--- config.mk ---
export PLATFORM = sky130hd
export DESIGN_NAME = mem_port_arbiter
export DESIGN_NICKNAME = d
export VERILOG_FILES = /design/src/rtl/mem_port_arbiter.sv
export SDC_FILE = /design/constraint.sdc
export NUM_CORES = 1
export LEC_CHECK = 0
export CORE_ASPECT_RATIO = 0.8
export CORE_UTILIZATION = 35
export DETAILED_ROUTE_END_ITERATION = 16
export GPL_TIMING_DRIVEN = 0
export PLACE_DENSITY = 0.81
export SKIP_CTS_REPAIR_TIMING = 1
export SLEW_MARGIN = 5
export SYNTH_ARGS = -nofsm -noshare
export SYNTH_HDL_FRONTEND = slang
export SYNTH_SLANG_ARGS = --single-unit
--- constraint.sdc ---
create_clock -name clk -period 2.1 [get_ports clk]
set_input_delay 0.21 -clock clk [delete_from_list [all_inputs] [get_ports clk]]
set_output_delay 0.21 -clock clk [all_outputs]
set_load 0.02 [all_outputs]
--- src/rtl/mem_port_arbiter.sv ---
// mem_port_arbiter: shares one single-ported memory between fetch and data.
// Data wins by default; a burst limit keeps fetch from starving.
module mem_port_arbiter #(
    parameter int ADDR_W     = 32,
    parameter int DATA_W     = 32,
    parameter int MAX_DBURST = 4,
    parameter int TIMEOUT    = 64
) (
    input  logic              clk,
    input  logic              rst,
    input  logic              if_req,
    input  logic [ADDR_W-1:0] if_addr,
    output logic [DATA_W-1:0] if_rdata,
    output logic              if_ready,
    input  logic              d_req,
    input  logic              d_we,
    input  logic [ADDR_W-1:0] d_addr,
    input  logic [DATA_W-1:0] d_wdata,
    output logic [DATA_W-1:0] d_rdata,
    output logic              d_ready,
    output logic              mem_req,
    output logic              mem_we,
    output logic [ADDR_W-1:0] mem_addr,
    output logic [DATA_W-1:0] mem_wdata,
    input  logic [DATA_W-1:0] mem_rdata,
    input  logic              mem_ack,
    output logic              stall_f,
    output logic              stall_m,
    output logic              err,
    output logic              err_sticky
);

    localparam int DB_W = $clog2(MAX_DBURST + 1);
    localparam int WC_W = $clog2(TIMEOUT);

    localparam logic [1:0] IDLE    = 2'd0;
    localparam logic [1:0] BUSY_IF = 2'd1;
    localparam logic [1:0] BUSY_D  = 2'd2;

    logic [1:0]      state;
    logic [DB_W-1:0] dburst;
    logic [WC_W-1:0] wait_cnt;

    logic idle;
    logic busy_if;
    logic busy_d;
    logic busy;
    logic db_room;
    logic gnt_d;
    logic gnt_f;
    logic tmo_hit;
    logic timeout;
    logic done;
    logic rd_ok;

    assign idle    = (state == IDLE);
    assign busy_if = (state == BUSY_IF);
    assign busy_d  = (state == BUSY_D);
    assign busy    = busy_if | busy_d;
    assign db_room = (dburst < DB_W'(MAX_DBURST));

    // Data has priority unless it has already won MAX_DBURST times in a row
    assign gnt_d = idle & d_req & (~if_req | db_room);
    assign gnt_f = idle & if_req & ~gnt_d;

    assign tmo_hit = (wait_cnt == WC_W'(TIMEOUT - 1));
    assign timeout = busy & tmo_hit & ~mem_ack;
    assign done    = busy & (mem_ack | tmo_hit);
    assign rd_ok   = mem_ack & ~mem_we;

    assign if_ready = busy_if & done;
    assign d_ready  = busy_d & done;
    assign if_rdata = (busy_if & rd_ok) ? mem_rdata : '0;
    assign d_rdata  = (busy_d & rd_ok) ? mem_rdata : '0;

    assign stall_f = if_req & ~if_ready;
    assign stall_m = d_req & ~d_ready;
    assign err     = timeout;

    always_ff @(posedge clk or negedge rst) begin
        if (!rst) begin
            state     <= IDLE;
            mem_req   <= 1'b0;
            mem_we    <= 1'b0;
            mem_addr  <= '0;
            mem_wdata <= '0;
        end else begin
            unique case (1'b1)
                gnt_d: begin
                    state     <= BUSY_D;
                    mem_req   <= 1'b1;
                    mem_we    <= d_we;
                    mem_addr  <= d_addr;
                    mem_wdata <= d_wdata;
                end
                gnt_f: begin
                    state     <= BUSY_IF;
                    mem_req   <= 1'b1;
                    mem_we    <= 1'b0;
                    mem_addr  <= if_addr;
                    mem_wdata <= '0;
                end
                done: begin
                    state   <= IDLE;
                    mem_req <= 1'b0;
                    mem_we  <= 1'b0;
                end
                default: begin
                    if (!busy) begin
                        state   <= IDLE;
                        mem_req <= 1'b0;
                        mem_we  <= 1'b0;
                    end
                end
            endcase
        end
    end

    always_ff @(posedge clk or negedge rst) begin
        if (!rst) begin
            dburst <= '0;
        end else if (!if_req || gnt_f) begin
            dburst <= '0;
        end else if (gnt_d && db_room) begin
            dburst <= dburst + DB_W'(1);
        end
    end

    always_ff @(posedge clk or negedge rst) begin
        if (!rst) begin
            wait_cnt <= '0;
        end else if (gnt_d || gnt_f || done) begin
            wait_cnt <= '0;
        end else if (busy) begin
            wait_cnt <= wait_cnt + WC_W'(1);
        end
    end

    always_ff @(posedge clk or negedge rst) begin
        if (!rst) begin
            err_sticky <= 1'b0;
        end else if (timeout) begin
            err_sticky <= 1'b1;
        end
    end

endmodule

==> flow_metrics.py <==
metrics = {
    "outcome": {
        "status": "completed",
    },
    "sta": {
        "max_slew.worst_pin.slew_ns": 0.501,
        "hold_violations": 0,
        "fmax_ghz": 0.485,
        "fin_crit_sh_pct": 98.2,
        "report.final.slew_viol_count": 0,
        "tns_ns": 0,
        "min_period_ns": 2.06,
        "setup_violations": 0,
        "skew_ns": 0.00577,
        "maxSlewHeadroom_pct": 66.6,
    },
    "grt": {
        "overflow": 0,
        "grt_pass1_wl_um": 19800,
        "grt_antenna_before_repair": 1,
        "grt_pass1_vias": 3779,
        "grt_max_degree": 64,
        "grt_use_total_pct": 23.0,
    },
    "cts": {
        "htree_levels": 3,
        "path_clk_slew_ns": 0.06,
        "clockBufferDepth": 2,
        "cts_made_buffers": 9,
        "numClockSinks": 78,
        "cts_tree": "yes",
        "insertion_delay_ns": 0.33,
        "cts_root_buf": "clkbuf_16",
    },
    "floorplanning": {
        "die_w_um": 118,
        "coreArea_mm2": 0.0103,
        "start_util_pct": 36.4,
        "num_io_pins": 270,
        "chipHeight_um": 94.6,
        "rows": 33,
        "dieArea_mm2": 0.0111,
    },
    "critical_path": {
        "worstPathMaxFanout": 10,
        "path_buf_inv": 3,
        "r2r_setup_slack_ns": 0.31,
        "critPathKind": "flop to output pin",
        "cp_cell_sequence": "inv_1 -> ha_1 -> and3b_2 -> buf_2 -> and2_1 -> dlymetal6s2s_1",
        "cp.arrival_ns": 1.85,
        "cp_top_family": "buffers and inverters",
        "cp-start-kind": "flop",
        "endpoint_kind": "output pin",
        "max_stage_delay_ns": 0.40,
        "cpMaxStageDelayCell": "dfrtp_1",
        "required_ns": 1.89,
    },
    "routing": {
        "drt_pass1_iterations": 4,
        "ant_nets": 0,
        "wl_per_cell_um": 17.2,
        "totalWireLength_um": 13100,
        "met1_length_um": 5370,
        "met3_length_um": 901,
        "drc": 0,
        "avgViaCountPerCell": 4.90,
        "route.met2.wl_um": 6650,
        "drtIter0Drc": 95,
        "top_layer": "met4",
        "route.vias.total": 3735,
    },
    "layout": {
        "final_cell_mix": "199 x clkdlybuf4s50_1, 78 x dfrtp_1, 65 x a22o_1",
        "layout.cells.non_filler": 763,
        "area_growth_pct": 79.5,
        "drive_above_1_share_pct": 19.5,
        "nNetsFinal": 756,
        "post-route-util_pct": 65.3,
        "filler_cell_count": 847,
        "mostFrequentLayoutCell": "clkdlybuf4s50_1",
    },
    "synth": {
        "ys.warnings.count": 0,
        "syn-num-nets": 471,
        "synth-async-reset-ratio_pct": 100,
        "ys_dominant_reg_cell": "dfrtp_1",
        "synth.distinct_cells": 36,
        "synth_top_area_share_pct": 52.0,
        "ys_ff_latch": 78,
        "syn-cell-area_mm2": 0.00375,
        "post_synth.cell_area_avg_um2": 11.3,
        "synth_top_area_cell": "dfrtp_1",
        "synth-edff-count": 0,
        "synthCells": 332,
        "yosysSeqAreaShare_pct": 52.0,
        "synth.area.top_cells": "dfrtp_1 52%, a22o_1 15%, and2_1 11%",
    },
    "min_path": {
        "hp-class": "primary input to async pin",
    },
    "power_and_ir_drop": {
        "p_leak_nw": 3.37,
        "power_density_mw_per_mm2": 1330,
        "peakVddDrop_v": 0.000784,
    },
    "place": {
        "place_inst": 742,
        "gp_congestion": 0.970,
        "hpwl_um": 10100,
        "port_buffers": 269,
    },
    "run": {
        "maxCapViolCount": 0,
    },
}
-- worst paths after layout --
check                                            start                        end  depth (start not counted)
worst max-delay path              state[1]$_DFFE_PN0P_               if_rdata[10]                          6
worst min-delay path                               rst  mem_wdata[15]$_DFFE_PN0P_                          2
worst max register to register    state[1]$_DFFE_PN0P_   mem_addr[20]$_DFFE_PN0P_                          9
worst min register to register  err_sticky$_DFFE_PN0P_     err_sticky$_DFFE_PN0P_                          1
max in group asynchronous                          rst   mem_addr[24]$_DFFE_PN0P_                          3
min in group clk                            d_addr[11]   mem_addr[11]$_DFFE_PN0P_                          2
-- kinds of logic after synthesis --
| logic type | Yosys count | share of synthesized area, % |
|---|---|---|
| flops | 78 | 52.0 |
| simple gates | 101 | 16.9 |
| mux | 2 | 0.566 |
| buf+inv | 30 | 4.00 |
| fa+ha+maj | 5 | 1.67 |
| compound gates | 116 | 24.9 |
-- where the power goes --
part	switching, mW	total (mW)	internal (mW)	leakage (nW)
registers	0.398	2.56	2.16	0.970
clock network	0.609	1.68	1.07	0.148
logic	2.35	4.74	2.40	2.25
total	3.35	8.98	5.63	3.37
-- worst reg2reg max path: cells and delay by family, from the launching register on --
family                   cells  cell delay [ns]
flip-flops                   1             0.40
AND/OR/NAND/NOR              3             0.36
AO/OA/AOI/OAI                1             0.19
buffers and inverters        4             0.60
adder cells (fa/ha/maj)      1             0.13
-- state kept, by name, indices dropped and copies added (netlist names) --
| signal | flops |
|---|---|
| dburst | 3 |
| err_sticky | 1 |
| mem_addr | 32 |
| mem_req | 1 |
| mem_wdata | 32 |
| mem_we | 1 |
| state | 2 |
| wait_cnt | 6 |
-- cells in the mapped netlist (all sizes together), types with 2 or more instances --
cell / count
a31oi: 3
inv: 4
and3b: 2
and2: 64
nand2: 4
o21ai: 4
nand3: 6
ha: 5
nand2b: 7
a21o: 34
dfrtp: 78
a22o: 65
a21oi: 6
buf: 17
nor2: 7
and3: 5
clkbuf: 9
-- final cells by class --
cell class | instances | area [um^2] | area share (%)
clock inverters | 5 | 82.6 | 1.23
plain buffers | 26 | 158 | 2.34
diodes | 1 | 2.50 | 0.0371
inverters | 4 | 15.0 | 0.223
clock buffers | 11 | 243 | 3.60
multi-input cells | 224 | 1670 | 24.7
well taps | 140 | 175 | 2.60
flip-flops and latches | 78 | 1950 | 29.0
repair buffers | 274 | 2440 | 36.3
-- through the flow --
step | hold WS, ns | worst slack [ns] | cell area, um^2 | power (mW)
CTS | -0.260 | -0.583 | 6970 | 9.08
global route | 0.310 | -0.0316 | 6740 | 9.48
finish | 0.301 | 0.0382 | 6740 | 8.98
global placement | 0.454 | -1.88 | 6620 | 7.26
detailed placement | 0.0946 | -0.352 | 6650 | 7.36
floorplan | -0.0856 | 0.458 | 3750 | 5.08
-- per-layer routing --
metal | vias to the layer above | global-route usage, %
met3 | 15 | 6.16
met1 | 1785 | 26.4
met2 | 162 | 42.6
met5 | - | 0
li1 | 1773 | -
met4 | 0 | 6.20
(Power assumes the default switching activity.)
